$ cat src/rtl/cam_cfg_pkg.sv
// Shared state encodings and table/bus constants for the OV7670 configuration sequencer.
// Build option: define CAM_CFG_NACK_CHK_EN to treat a high 9th bit as NACK and abort.
package cam_cfg_pkg;

    typedef logic [2:0] cam_cfg_state_t;
    localparam cam_cfg_state_t S_IDLE   = 3'd0,
                               S_FETCH  = 3'd1,
                               S_DECODE = 3'd2,
                               S_WRITE  = 3'd3,
                               S_DELAY  = 3'd4,
                               S_NEXT   = 3'd5,
                               S_FIN    = 3'd6,
                               S_ERROR  = 3'd7;

    typedef logic [2:0] sccb_state_t;
    localparam sccb_state_t W_IDLE  = 3'd0,
                            W_START = 3'd1,
                            W_BYTE  = 3'd2,
                            W_STOP  = 3'd3,
                            W_GAP   = 3'd4;

    localparam logic [15:0] END_MARK   = 16'hFFFF;
    localparam logic [15:0] DELAY_MARK = 16'hFFF0;

    localparam int BITS_PER_BYTE = 9;
    localparam int BYTES_PER_WR  = 3;
    localparam int START_QTRS    = 2;
    localparam int BIT_QTRS      = 4;
    localparam int STOP_QTRS     = 3;
    localparam int GAP_QTRS      = 4;

`ifdef CAM_CFG_NACK_CHK_EN
    localparam bit NACK_CHK = 1'b1;
`else
    localparam bit NACK_CHK = 1'b0;
`endif

endpackage

$ cat src/rtl/cam_cfg_seq_sccb_wr.sv
// One SCCB 3-phase write (START, ID/reg/val bytes, STOP, idle gap) on a quarter-period tick.
// Aborts to STOP after a NACKed byte only when CAM_CFG_NACK_CHK_EN is defined.
module sccb_wr
    import cam_cfg_pkg::*;
#(
    parameter int QTR = 250
) (
    input  logic       clk,
    input  logic       rst,
    input  logic       go,
    input  logic [7:0] id,
    input  logic [7:0] reg_addr,
    input  logic [7:0] val,
    input  logic       sda_i,
    output logic       ready,
    output logic       nack,
    output logic       scl,
    output logic       sda_oe
);
    localparam int TW = $clog2(QTR + 1);

    sccb_state_t   st, st_n;
    logic [1:0]    q, q_n;
    logic [3:0]    bitn, bitn_n;
    logic [1:0]    byten, byten_n;
    logic [TW-1:0] tcnt, tcnt_n;
    logic          nack_n, scl_n, sda_oe_n, tick;
    logic [23:0]   data;
    logic [7:0]    cur_byte;

    assign ready = (st == W_IDLE);
    assign tick  = (tcnt == TW'(QTR - 1));

    // NOTE: every combinational output gets a default first so no path leaves it unassigned (no latch).
    always_comb begin
        st_n    = st;
        q_n     = q;
        bitn_n  = bitn;
        byten_n = byten;
        nack_n  = nack;
        tcnt_n  = (st == W_IDLE || tick) ? '0 : tcnt + 1'b1;
        case (st)
            W_IDLE: if (go) begin
                st_n   = W_START;
                q_n    = '0;
                nack_n = 1'b0;
            end
            W_START: if (tick) begin
                if (q == 2'(START_QTRS - 1)) begin
                    st_n    = W_BYTE;
                    q_n     = '0;
                    bitn_n  = '0;
                    byten_n = '0;
                end else q_n = q + 1'b1;
            end
            W_BYTE: if (tick) begin
                // ACK slot is sampled at the end of the first SCL-high quarter
                if (q == 2'd2 && bitn == 4'(BITS_PER_BYTE - 1) && sda_i) nack_n = 1'b1;
                if (q == 2'(BIT_QTRS - 1)) begin
                    q_n = '0;
                    if (bitn == 4'(BITS_PER_BYTE - 1)) begin
                        bitn_n = '0;
                        if (byten == 2'(BYTES_PER_WR - 1) || (NACK_CHK && nack)) st_n = W_STOP;
                        else byten_n = byten + 1'b1;
                    end else bitn_n = bitn + 1'b1;
                end else q_n = q + 1'b1;
            end
            W_STOP: if (tick) begin
                if (q == 2'(STOP_QTRS - 1)) begin
                    st_n = W_GAP;
                    q_n  = '0;
                end else q_n = q + 1'b1;
            end
            W_GAP: if (tick) begin
                if (q == 2'(GAP_QTRS - 1)) begin
                    st_n = W_IDLE;
                    q_n  = '0;
                end else q_n = q + 1'b1;
            end
            default: st_n = W_IDLE;
        endcase
    end

    // Bus levels are decoded from the next state so scl/sda_oe leave a flop, glitch-free.
    always_comb begin
        case (byten_n)
            2'd0:    cur_byte = data[23:16];
            2'd1:    cur_byte = data[15:8];
            default: cur_byte = data[7:0];
        endcase
        scl_n    = 1'b1;
        sda_oe_n = 1'b0;
        case (st_n)
            W_START: sda_oe_n = (q_n == 2'd1);
            W_BYTE: begin
                scl_n    = q_n[1];
                sda_oe_n = (bitn_n != 4'(BITS_PER_BYTE - 1)) && !cur_byte[~bitn_n[2:0]];
            end
            W_STOP: begin
                scl_n    = (q_n != 2'd0);
                sda_oe_n = (q_n != 2'd2);
            end
            default: ;
        endcase
    end

    // NOTE: sequential state uses non-blocking assignments so all flops sample pre-edge values.
    always_ff @(posedge clk or posedge rst) begin
        if (rst) begin
            st     <= W_IDLE;
            q      <= '0;
            bitn   <= '0;
            byten  <= '0;
            tcnt   <= '0;
            nack   <= 1'b0;
            scl    <= 1'b1;
            sda_oe <= 1'b0;
        end else begin
            st     <= st_n;
            q      <= q_n;
            bitn   <= bitn_n;
            byten  <= byten_n;
            tcnt   <= tcnt_n;
            nack   <= nack_n;
            scl    <= scl_n;
            sda_oe <= sda_oe_n;
        end
    end

    // NOTE: the payload register needs no reset; it is always loaded on go before it is shifted out.
    always_ff @(posedge clk) begin
        if (go && ready) data <= {id, reg_addr, val};
    end

endmodule

$ cat src/rtl/cam_cfg_seq.sv
// OV7670 boot configuration: walks a {reg,val} ROM table and issues one SCCB write per entry.
// Build option: CAM_CFG_NACK_CHK_EN (via cam_cfg_pkg) enables abort-on-NACK and the err flag.
module cam_cfg_seq
    import cam_cfg_pkg::*;
#(
    parameter int          CLK_HZ   = 100_000_000,
    parameter int          SCCB_HZ  = 100_000,
    parameter int          NUM_REGS = 128,
    parameter logic [7:0]  DEV_ID   = 8'h42,
    parameter int          DELAY_MS = 10,
    localparam int         AW       = $clog2(NUM_REGS)
) (
    input  logic          clk,
    input  logic          rst,
    input  logic          start,
    output logic [AW-1:0] rom_addr,
    input  logic [15:0]   rom_data,
    output logic          scl,
    output logic          sda_oe,
    input  logic          sda_i,
    output logic          busy,
    output logic          done,
    output logic          err,
    output logic [AW-1:0] cfg_index
);
    localparam int     QTR   = CLK_HZ / (4 * SCCB_HZ);
    localparam longint DLY_L = longint'(DELAY_MS) * longint'(CLK_HZ) / 1000;
    localparam int     DLY   = int'(DLY_L);
    localparam int     DW    = $clog2(DLY + 2);

    cam_cfg_state_t st;
    logic [15:0]    entry;
    logic [DW-1:0]  dcnt;
    logic           go, wr_ready, wr_nack;

    assign go = (st == S_DECODE) && (entry != END_MARK) && (entry != DELAY_MARK);

    sccb_wr #(.QTR(QTR)) u_wr (
        .clk      (clk),
        .rst      (rst),
        .go       (go),
        .id       (DEV_ID),
        .reg_addr (entry[15:8]),
        .val      (entry[7:0]),
        .sda_i    (sda_i),
        .ready    (wr_ready),
        .nack     (wr_nack),
        .scl      (scl),
        .sda_oe   (sda_oe)
    );

    always_ff @(posedge clk or posedge rst) begin
        if (rst) begin
            st        <= S_IDLE;
            rom_addr  <= '0;
            cfg_index <= '0;
            entry     <= '0;
            dcnt      <= '0;
            busy      <= 1'b0;
            done      <= 1'b0;
            err       <= 1'b0;
        end else begin
            case (st)
                S_IDLE: if (start) begin
                    busy     <= 1'b1;
                    done     <= 1'b0;
                    err      <= 1'b0;
                    rom_addr <= '0;
                    st       <= S_FETCH;
                end
                S_FETCH: begin
                    entry     <= rom_data;
                    cfg_index <= rom_addr;
                    st        <= S_DECODE;
                end
                S_DECODE: begin
                    if (entry == END_MARK) st <= S_FIN;
                    else if (entry == DELAY_MARK) begin
                        dcnt <= '0;
                        st   <= S_DELAY;
                    end else st <= S_WRITE;
                end
                S_WRITE: if (wr_ready) st <= (NACK_CHK && wr_nack) ? S_ERROR : S_NEXT;
                S_DELAY: begin
                    if (dcnt == DW'(DLY - 1)) st <= S_NEXT;
                    else dcnt <= dcnt + 1'b1;
                end
                // The table never wraps: the last slot ends the sequence even without END_MARK
                S_NEXT: begin
                    if (rom_addr == AW'(NUM_REGS - 1)) st <= S_FIN;
                    else begin
                        rom_addr <= rom_addr + 1'b1;
                        st       <= S_FETCH;
                    end
                end
                S_FIN: begin
                    done <= 1'b1;
                    busy <= 1'b0;
                    st   <= S_IDLE;
                end
                S_ERROR: begin
                    err  <= 1'b1;
                    busy <= 1'b0;
                    st   <= S_IDLE;
                end
                default: st <= S_IDLE;
            endcase
        end
    end

endmodule

$ cat config.mk
export PLATFORM = sky130hd
export DESIGN_NAME = cam_cfg_seq
export DESIGN_NICKNAME = d
export VERILOG_FILES = /design/src/rtl/cam_cfg_pkg.sv /design/src/rtl/cam_cfg_seq_sccb_wr.sv /design/src/rtl/cam_cfg_seq.sv
export SDC_FILE = /design/constraint.sdc
export NUM_CORES = 1
export LEC_CHECK = 0
export CAP_MARGIN = 20
export CORE_AREA = 2 2 95 97
export CTS_CLUSTER_SIZE = 30
export DETAILED_ROUTE_END_ITERATION = 6
export DIE_AREA = 0 0 97 99
export PLACE_DENSITY = 0.84
export SLEW_MARGIN = 20
export SYNTH_ARGS = -nofsm -noshare
export SYNTH_HDL_FRONTEND = slang
export SYNTH_SLANG_ARGS = --single-unit
$ cat constraint.sdc
create_clock -name clk -period 6.3 [get_ports clk]
set_input_delay 1.26 -clock clk [delete_from_list [all_inputs] [get_ports clk]]
set_output_delay 1.26 -clock clk [all_outputs]
set_load 0.05 [all_outputs]
==> results.md <==
Finish:
- The share of final-layout standard cells stronger than drive strength 1 is 12.26%.
- The number of nets in the final layout is 502.
- Measured on the finished design, the core utilization comes to 61.49%.
- The library cell used most frequently in the layout, excluding fill and tap cells, is sky130_fd_sc_hd__dfrtp_1.
- The repair_antennas step left the layout with diodes totalling 0.
- Compared with the post-synthesis result, the final layout area differs by 15.00%.
- In the layout the commonest cells are sky130_fd_sc_hd__dfrtp_1 (76), sky130_fd_sc_hd__nor2_1 (48), sky130_fd_sc_hd__clkdlybuf4s50_1 (37).

Synth:
- Synthesis produced 431 cells.
- The count of yosys warnings during synthesis is 0.
- The primary flip-flop cell chosen by synthesis mapping is sky130_fd_sc_hd__dfrtp_1.
- The synthesized-area fraction occupied by and/or/nand/nor cells is 17.68%.
- The flip-flop and latch count after synthesis is 93.
- Of all flip-flops after synthesis, the portion carrying an async set or reset was 82.80%.
- The synthesized area divided by synthesized cell count is 10.61 µm².
- The count of flip-flops with a built-in enable after synthesis is 16.
- The synthesized netlist devotes 4.215% of its cell area to XOR and XNOR gates.
- The synthesized net count is 465.
- The largest family of logic cells by synthesized area is simple AND/OR/NAND/NOR gates.
- The synthesized area is 4572 µm².
- The count of cell types in the netlist is 63.
- The synthesized-area fraction occupied by ao, oa, aoi and oai cells is 12.42%.
- The proportion of synthesized area in mux cells is 6.130%.
- The synthesized netlist devotes 3.831% of its cell area to adder and majority cells.
- For this run, the register share of the synthesized area comes to 52.68%.

Hold path:
- In this run the most critical hold path is launched from entry[15].
- The classification of the worst-slack hold path is register to register.
- The end point of the worst hold path is u_wr.data[15].
- The cell depth of the worst hold path is 0.

Floorplan:
- The number of I/O pins is 39.
- The die covers 9603 µm².
- The core footprint is 8551 µm².
- The die is 97 µm wide.
- The number of rows created at floorplan is 34.
- The floorplan die height is 99 µm.
- The initial cell density of the core is 53.47%.

Clocking:
- The maximum root-to-sink buffer count is 2.
- TritonCTS built the clock tree.
- The number of hold buffers added after CTS was 0.
- The number of gates resized after cts is 0.
- At the later pin of the worst-skew pair, clock insertion delay measures 0.36 ns.
- The tree built by TritonCTS fans out to 93 sinks.
- Clock-pin slew was measured on the worst setup and hold paths at 0.09 ns.
- The H-tree was split into 3 levels.
- Clock tree synthesis selected as its root buffer the cell sky130_fd_sc_hd__clkbuf_8.
- The count of buffers added by post-CTS timing repair for setup is 0.
- Buffers inserted during clock tree synthesis total 9.

GRT:
- The initial antenna violation count is 0.
- Entering global routing, the biggest net connects 78 pins.
- The first global-routing pass estimated 15.88 mm of wire.
- The remaining global-route overflow is 0.
- The via count of the first global-routing pass came to 3473.
- The global routing usage summed across all routing layers is 20.11%.

Drt:
- The detailed router's first-iteration violation count is 191.
- The detailed-route via count is 3341.
- Once detail routing completed, the nets flagged for antenna violations numbered 0.
- After detailed routing, the number of remaining DRC violations is 0.
- The average wire per standard cell is 15.56 µm.
- After detailed routing, the number of vias per cell comes to 5.750.
- The total wire length is 9.040 mm.
- The first-pass iteration count of the detailed router is 4.

Timing:
- Based on the critical path, the design can be clocked at up to 0.2957 GHz.
- The setup clock skew after layout is 0.01394 ns.
- The routed design could run at a clock period as short as 3.381 ns.
- The final count of pins violating max slew is 0.
- In the finished design, the share of the clock period the worst path needs comes to 53.67%.
- Once routing completed, OpenROAD measured the worst setup slack at 2.919 ns.
- Setup repair after global routing left no endpoint under its margin.
- Setup violations remaining at the end of the flow were counted as 0.
- The number of hold violations in the final report is 0.
- The headroom to the max-slew limit is 35.35%.
- For the pin with the worst max-slew slack, the measured transition is 0.9644 ns.
- Adding up every negative setup slack in the final design gives 0 ns.

Setup path:
- The critical path data required time is 6.53 ns.
- Along the worst path, the maximum fanout reaches 10.
- The logic depth of the worst register-to-register path is 9.
- Setup slack on the worst reg-to-reg path comes out at 2.92 ns.
- In this run the critical register-to-register path is launched from u_wr.q[0].
- The endpoint identified for the worst register-to-register timing path is u_wr.sda_oe.
- The setup path with the least slack is of type register to register.
- For the worst setup path, the data arrival time is 3.61 ns.
- The kind of launch point of the worst setup path is a register.
- The nature of the critical path endpoint is a register.

Pwr:
- The worst-case IR drop observed on VDD is 0.2355 mV.
- In this run the static leakage power is 2.211 nW.
- Power spread over the standard cell area amounts to 315.6 nW/µm².

Placement:
- Input and output buffers added on the ports amount to 37.
- Detailed placement finished with a half-perimeter wire length of 6.349 mm.
- The routability congestion estimate is 0.8808.
- The worst-case setup slack after placement is 2.995 ns.

Flow run:
- The max-cap violation count is 0.

Status:
- The run finished with clean final reports.
-- final cells by class --
cell class	instances	area [µm²]
tap	108	135.1
clock buffer	10	137.6
multi-input combinational	304	2041
sequential	93	2409
inverter	20	75.07
clock inverter	6	67.56
fill	690	3293
timing repair buffer	40	392.9
-- per-layer routing --
metal | vias to the layer above | wire length [µm] | GRT usage, %
met1 | 1627 | 3985 | 26.15
met3 | 15 | 250 | 3.050
met5 | - | 0 | 0
met2 | 67 | 4628 | 34.35
li1 | 1632 | - | -
met4 | 0 | 176 | 7.584
-- sequential cells by signal, summed over array words and instances (netlist names) --
register / flops
dcnt: 20
u_wr.q: 2
u_wr.data: 16
busy: 1
u_wr.st: 3
err: 1
u_wr.bitn: 4
st: 3
u_wr.tcnt: 8
done: 1
entry: 16
u_wr.byten: 2
u_wr.scl: 1
u_wr.sda_oe: 1
rom_addr: 7
cfg_index: 7
-- kinds of logic (layout without fill, tap and decap cells) --
kind of cell,Yosys count,in the layout
AND/OR/NAND/NOR,156,156
XOR/XNOR,22,22
adder cells (fa/ha/maj),14,14
multiplexers,25,25
flip-flops,93,93
AO/OA/AOI/OAI,87,87
buffers and inverters,34,76
-- worst max-delay path, cell delays in order, from the launching register on --
cell and delay, ns:
sky130_fd_sc_hd__dfrtp_1 0.46, sky130_fd_sc_hd__ha_1 0.22, sky130_fd_sc_hd__nor4bb_2 0.76, sky130_fd_sc_hd__a211o_1 0.28
sky130_fd_sc_hd__nand3_2 0.18, sky130_fd_sc_hd__a21oi_1 0.38, sky130_fd_sc_hd__a221o_1 0.21, sky130_fd_sc_hd__o221ai_1 0.11
sky130_fd_sc_hd__a2111oi_0 0.47, sky130_fd_sc_hd__o32ai_1 0.17
-- power by group --
part | leakage [nW] | switching [W] | total (W) | internal, W
Combinational | 0.946 | 0.000212 | 0.000394 | 0.000182
Sequential | 1.16 | 0.000119 | 0.000854 | 0.000735
Clock | 0.108 | 0.000213 | 0.000411 | 0.000197
Total | 2.21 | 0.000544 | 0.00166 | 0.00111
-- synth_stat cells (all sizes together) (3+ instances only) --
master / n / area share (%)
nor4: 3 / 0.55
inv: 20 / 1.6
mux2: 24 / 5.9
buf: 4 / 0.57
nor2b: 4 / 0.55
nand4: 16 / 2.2
nand3: 13 / 1.5
a221o: 3 / 0.66
nor2: 49 / 4.2
a21oi: 18 / 2.0
nand2b: 3 / 0.41
or3: 4 / 0.55
and3: 12 / 1.6
nand2: 30 / 2.5
a211oi: 3 / 0.49
clkbuf: 10 / 0.82
ha: 14 / 3.8
dfrtp: 76 / 42
nor3: 8 / 0.88
a31oi: 4 / 0.55
edfxtp: 16 / 11
xor2: 11 / 2.1
xnor2: 11 / 2.1
o21ai: 30 / 3.3
-- through the flow --
step | cell area [µm²] | instances | power (W) | hold WS [ns]
finish | 5258 | 581 | 0.001659 | 0.4692
global placement | 5046 | 565 | 0.001236 | 0.4550
detailed placement | 5052 | 565 | 0.001261 | 0.4605
CTS | 5258 | 581 | 0.001670 | 0.4810
floorplan | 4572 | 431 | 0.001134 | 0.4424
global route | 5258 | 581 | 0.001752 | 0.4936
-- worst max path at each step --
stage | cells past startpoint | endpoint | from
floorplan | 1 | busy | rst
global placement | 9 | u_wr.sda_oe | u_wr.q[0]
detailed placement | 9 | u_wr.sda_oe | u_wr.q[0]
CTS | 9 | u_wr.sda_oe | u_wr.q[0]
global route | 10 | u_wr.sda_oe | u_wr.q[0]
finish | 9 | u_wr.sda_oe | u_wr.q[0]
Power figures use the tool's default switching activity.
==> patch 1 (same settings) <==
Put one more register stage on the output `rom_addr`, cleared by the reset. The value now appears one clock later. The other outputs are not delayed to match.
--- a/src/rtl/cam_cfg_seq.sv
+++ b/src/rtl/cam_cfg_seq.sv
@@ -28,6 +28,8 @@
     localparam int     DLY   = int'(DLY_L);
     localparam int     DW    = $clog2(DLY + 2);
 
+    logic [AW-1:0] rom_addr_s0;
+
     cam_cfg_state_t st;
     logic [15:0]    entry;
     logic [DW-1:0]  dcnt;
@@ -52,7 +54,7 @@
     always_ff @(posedge clk or posedge rst) begin
         if (rst) begin
             st        <= S_IDLE;
-            rom_addr  <= '0;
+            rom_addr_s0 <= '0;
             cfg_index <= '0;
             entry     <= '0;
             dcnt      <= '0;
@@ -65,12 +67,12 @@
                     busy     <= 1'b1;
                     done     <= 1'b0;
                     err      <= 1'b0;
-                    rom_addr <= '0;
+                    rom_addr_s0 <= '0;
                     st       <= S_FETCH;
                 end
                 S_FETCH: begin
                     entry     <= rom_data;
-                    cfg_index <= rom_addr;
+                    cfg_index <= rom_addr_s0;
                     st        <= S_DECODE;
                 end
                 S_DECODE: begin
@@ -87,9 +89,9 @@
                 end
                 // The table never wraps: the last slot ends the sequence even without END_MARK
                 S_NEXT: begin
-                    if (rom_addr == AW'(NUM_REGS - 1)) st <= S_FIN;
+                    if (rom_addr_s0 == AW'(NUM_REGS - 1)) st <= S_FIN;
                     else begin
-                        rom_addr <= rom_addr + 1'b1;
+                        rom_addr_s0 <= rom_addr_s0 + 1'b1;
                         st       <= S_FETCH;
                     end
                 end
@@ -108,5 +110,13 @@
         end
     end
 
+    always_ff @(posedge clk or posedge rst) begin
+        if (rst) begin
+            rom_addr <= '0;
+        end else begin
+            rom_addr <= rom_addr_s0;
+        end
+    end
+
 endmodule
 
Formal check against the unedited RTL: same outputs for any inputs over 10 cycles, from zero or initial values and one cycle with rst high; that may be too few to reach the edited logic, so the function may still have changed.
==> patch 1 against the unedited design <==
- sequential cell count increased by 7
- final area increased by 5.8%
- count of clock-buffer cells in the layout decreased by 1
- non-clock buffer count unchanged
- maximum frequency increased by 15%
- first-iteration DRC count increased by 6.3%
- critical path type is now reg -> out
- sequential share of layout area increased by 0.65 points
- routed wire length increased by 6.5%
- worst setup slack improved by 450 ps
- synthesized area increased by 7.2%
Power is not compared: it rests on default switching activity, and its combinational part moved more than twofold at a synthesized area within 25%.
==> patch 1: results (changes against the unedited design) <==
ratio of cells with drive above 1 in the final layout=0.135 (was 0.123); Tot GR Track Use=0.207 (was 0.201); Leakage=2.33 nW; biggest regs=dcnt: 20 flops, entry: 16 flops, u_wr.data: 16 flops (unchanged); Worst Tran Pin Value=744 ps (was 964 ps); Yosys warnings=0 (unchanged); GPL Wtd Cong=0.885 (was 0.881); WL/cell=16.1 microns (was 15.6 microns); Async SR Flop Fraction=0.840 (was 0.828); NumNets Final=519 (was 502); Filler Cell Count=664 (was 690); syn_area_per_cell=10.9 sq um (was 10.6 sq um); Worst EP arrival=1670 ps (was 3610 ps); Clock Skew=12.0 ps (was 13.9 ps); initial antenna violation count=0 (unchanged); detailed placer's ending HPWL=6.82 mm (was 6.35 mm); outcome=complete, no violations (unchanged); critical path's largest stage delay=790 ps (was 760 ps); Synth top cells by count=dfrtp_1, nor2_1, nand2_1 (was dfrtp_1, nor2_1, nand2_1, o21ai_0, mux2_2); post-CTS sizing=0 (unchanged); initial DRC count=203 (was 191); sequential share of the synthesized area=0.527 (about the same); Top Family by Delay on Critical Path=buffers and inverters (was compound AO/OA/AOI/OAI gates); EDFF count, synth=16 (unchanged); DRT Pass-1 Iters=4 (unchanged); Worst Hold Class=reg -> reg (unchanged); I/O Buffers=37 (unchanged); Worst-Skew Late Latency=370 ps; clk slew on worst S/H paths=90 ps (about the same); Worst VDD drop=0.150 mV; # Post-CTS Setup Buffers=0 (unchanged); largest net degree at the start of global routing=85 (was 78); crit end category=primary output (was register); Mapped Nets=485 (was 465); Vias/cell=5.99 (was 5.75); first-pass GRT wire length=16.4 mm (was 15.9 mm); worst-path fanout max=1 (was 10); CP max stage cell=clkdlybuf4s50_1 (was nor4bb_2); clock sink total=100 (was 93); ranking of synthesized cells by area=dfrtp_1, edfxtp_1, mux2_2, nor2_1, ha_1 (unchanged); number of global-route vias before repair=3486 (was 3473); post-synthesis cell type count=65 (was 63); DP Cell Count=582 (was 565); via count=3583 (was 3341)
[patch 1: changes by cell type after synthesis, moves of 5 or more]
cell | unedited run | this run
o21ai_0 | 30 | 12
xor2_1 | 11 | 19
dfrtp_1 | 76 | 83
nor2_1 | 48 | 55
o21ai_1 | 0 | 7
a31oi_1 | 4 | 10
nand3_1 | 12 | 17
[patch 1: cell type report]
cell class / instances / share of cell area
clock buffers: 9 / 0.0223
clock inverters: 7 / 0.0126
inverters: 21 / 0.0144
multi-input cells: 313 / 0.391
flip-flops and latches: 100 / 0.465
well taps: 108 / 0.0243
repair buffers: 40 / 0.0713
[patch 1: through the flow]
stage          hold WS [ps]  instance area, sq um  worst slack (ps)
2_1_floorplan           389                  4900              2880
3_3_place_gp            420                  5360              3660
3_5_place_dp            437                  5360              3590
4_1_cts                 459                  5560              3360
5_1_grt                 481                  5560              3330
6_report                461                  5560              3370
[patch 1: power groups by stage]
stage	logic (W)	clock network, W	registers (W)
final	0.0000233	0.000394	0.000654
after global placement	0.0000232	0	0.000667
after floorplan	0.00000825	0	0.000667
after global routing	0.0000263	0.000434	0.000654
after detailed placement	0.0000237	0	0.000667
after CTS	0.0000238	0.000404	0.000654
[patch 1: routing by layer]
layer  share of wire  track usage
met1            0.41        0.262
met2            0.52        0.361
met3           0.042       0.0404
met4           0.022       0.0693
met5               0            0
[patch 1: final timing paths]
check	cells after the start	to	slack [ps]	startpoint
min in group asynchronous	3	cfg_index[6]$_DFFE_PP0P_	1420	rst
worst max-delay path	1	scl	3370	u_wr.scl$_DFF_PP1_
worst max register to register	10	u_wr.sda_oe$_DFF_PP0_	3560	u_wr.q[1]$_DFF_PP0_
worst min register to register	0	rom_addr[6]$_DFF_PP0_	460	rom_addr_s0[6]$_DFFE_PP0P_
worst min-delay path	0	rom_addr[6]$_DFF_PP0_	460	rom_addr_s0[6]$_DFFE_PP0P_
max in group asynchronous	3	entry[8]$_DFFE_PP0P_	4390	rst
[patch 1: cells by family (layout without fill, tap and decap cells)]
| logic type | count (synthesis) | after routing | synth area share |
|---|---|---|---|
| compound gates | 73 | 73 | 0.107 |
| xor+xnor | 26 | 26 | 0.0465 |
| fa+ha+maj | 14 | 14 | 0.0357 |
| buf+inv | 38 | 77 | 0.0314 |
| flops | 100 | 100 | 0.527 |
| mux | 30 | 30 | 0.0702 |
| simple gates | 170 | 170 | 0.182 |
==> patch 2 (same settings) <==
Without the edit above. The parameter `NUM_REGS` goes from 128 to 64.
--- a/src/rtl/cam_cfg_seq.sv
+++ b/src/rtl/cam_cfg_seq.sv
@@ -5,7 +5,7 @@
 #(
     parameter int          CLK_HZ   = 100_000_000,
     parameter int          SCCB_HZ  = 100_000,
-    parameter int          NUM_REGS = 128,
+    parameter int          NUM_REGS = 64,
     parameter logic [7:0]  DEV_ID   = 8'h42,
     parameter int          DELAY_MS = 10,
     localparam int         AW       = $clog2(NUM_REGS)
Ports: changed (resized cfg_index and rom_addr); port bits go from 39 to 37. The function was not compared with the original's and may differ.
==> patch 2 against the unedited design <==
- hold slack improved by 17 ps
- total power increased by 1.1%
- first-iteration DRC count increased by 49%
- utilization increased by 1.1 points
- synthesized area increased by 3.5%
- maximum frequency increased by 15%
- worst setup slack improved by 430 ps
- routed wire length increased by 4.8%
- sequential cell count decreased by 2
- non-clock buffer count decreased by 2
- final area increased by 1.8%
- sequential share of layout area decreased by 1.7 points
==> patch 2: results (changes against the unedited design) <==
pre-CTS WS=3270 ps (was 2990 ps); clock buffer depth=2 (unchanged); first-pass GRT wire length=16.3 mm (was 15.9 mm); Clock Skew=10.3 ps (was 13.9 ps); Mapped Nets=482 (was 465); initial DRC count=285 (was 191); CP max stage cell=clkdlybuf4s50_1 (was nor4bb_2); DRT Pass-1 Iters=5 (was 4); Async SR Flop Fraction=0.824 (was 0.828); outcome=complete, no violations (unchanged); Worst Tran Pin Value=934 ps (was 964 ps); biggest regs=dcnt: 20 flops, entry: 16 flops, u_wr.data: 16 flops (unchanged); ranking of synthesized cells by area=dfrtp_1, edfxtp_1, mux2_2, ha_1, nor2_1 (was dfrtp_1, edfxtp_1, mux2_2, nor2_1, ha_1); post-synthesis cell type count=72 (was 63); Worst EP arrival=1690 ps (was 3610 ps); via count=3583 (was 3341); Clk Tree Root Cell=clkbuf_8 (unchanged); detailed placer's ending HPWL=6.86 mm (was 6.35 mm); critical path's largest stage delay=850 ps (was 760 ps); clk slew on worst S/H paths=90 ps (about the same); I/O Buffers=35 (was 37); GPL Wtd Cong=0.901 (was 0.881); sequential share of the synthesized area=0.499 (was 0.527); ratio of cells with drive above 1 in the final layout=0.123 (about the same); Tot GR Track Use=0.206 (was 0.201); Synth top cells by count=dfrtp_1, nor2_1, nand2_1 (was dfrtp_1, nor2_1, nand2_1, o21ai_0, mux2_2); largest net degree at the start of global routing=76 (was 78); Worst-Skew Late Latency=360 ps (about the same); Yosys warnings=0 (unchanged); # Post-CTS Setup Buffers=0 (unchanged); Worst Hold Class=reg -> reg (unchanged); Top Family by Delay on Critical Path=buffers and inverters (was compound AO/OA/AOI/OAI gates); Worst VDD drop=0.148 mV (was 0.235 mV); EDFF count, synth=16 (unchanged); WL/cell=15.9 microns (was 15.6 microns); diode count=0 (unchanged); H-tree levels=3 (unchanged); Leakage=2.21 nW (about the same); post-CTS sizing=0 (unchanged); initial antenna violation count=0 (unchanged); cts bufs inserted=9 (unchanged); worst-path fanout max=8 (was 10); NumNets Final=518 (was 502)
[patch 2: worst paths after layout]
path	from	to	slack (ps)	depth (start not counted)
min in group asynchronous	rst	entry[9]$_DFFE_PP0P_	1510	3
worst min register to register	entry[11]$_DFFE_PP0P_	u_wr.data[11]$_DFFE_PP_	490	0
worst max-delay path	rom_addr[3]$_DFFE_PP0P_	rom_addr[3]	3350	1
max in group asynchronous	rst	u_wr.bitn[2]$_DFF_PP0_	4190	3
worst max register to register	u_wr.q[0]$_DFF_PP0_	u_wr.sda_oe$_DFF_PP0_	3360	9
worst min-delay path	entry[11]$_DFFE_PP0P_	u_wr.data[11]$_DFFE_PP_	490	0
[patch 2: cells by family after synthesis]
family | after synthesis | synth area share
buffers and inverters | 40 | 0.0341
AND/OR/NAND/NOR | 166 | 0.188
flip-flops | 91 | 0.499
adder cells (fa/ha/maj) | 15 | 0.0391
multiplexers | 26 | 0.0611
XOR/XNOR | 18 | 0.0333
AO/OA/AOI/OAI | 92 | 0.146
[patch 2: metrics by stage]
stage | power [W] | utilization | instances | hold WS [ps] | area, sq um
5_1_grt | 0.00177 | 0.626 | 597 | 508 | 5350
6_report | 0.00168 | 0.626 | 597 | 486 | 5350
2_1_floorplan | 0.00120 | - | 448 | 442 | 4730
3_5_place_dp | 0.00134 | 0.606 | 581 | 467 | 5180
3_3_place_gp | 0.00131 | 0.606 | 581 | 454 | 5180
4_1_cts | 0.00168 | 0.626 | 597 | 484 | 5350
[patch 2: area by class of cell]
class                      instances  area [sq um]
fill                             667          3200
sequential                        91          2360
multi-input combinational        317          2220
timing repair buffer              38           373
tap                              108           135
clock buffer                       9           124
inverter                          27           101
clock inverter                     7          42.5
[patch 2: per-layer routing]
layer	share of wire	wire, microns	track usage	up-vias
met4	0.016	147	0.0791	0
met1	0.45	4280	0.270	1779
li1	-	-	-	1712
met5	0	0	0	-
met2	0.50	4720	0.347	78
met3	0.034	320	0.0340	14
[patch 2: power by group]
part           internal, W  total (W)  switching, W
clock             0.000141   0.000346      0.000204
combinational     0.000208   0.000483      0.000275
sequential        0.000725   0.000849      0.000124
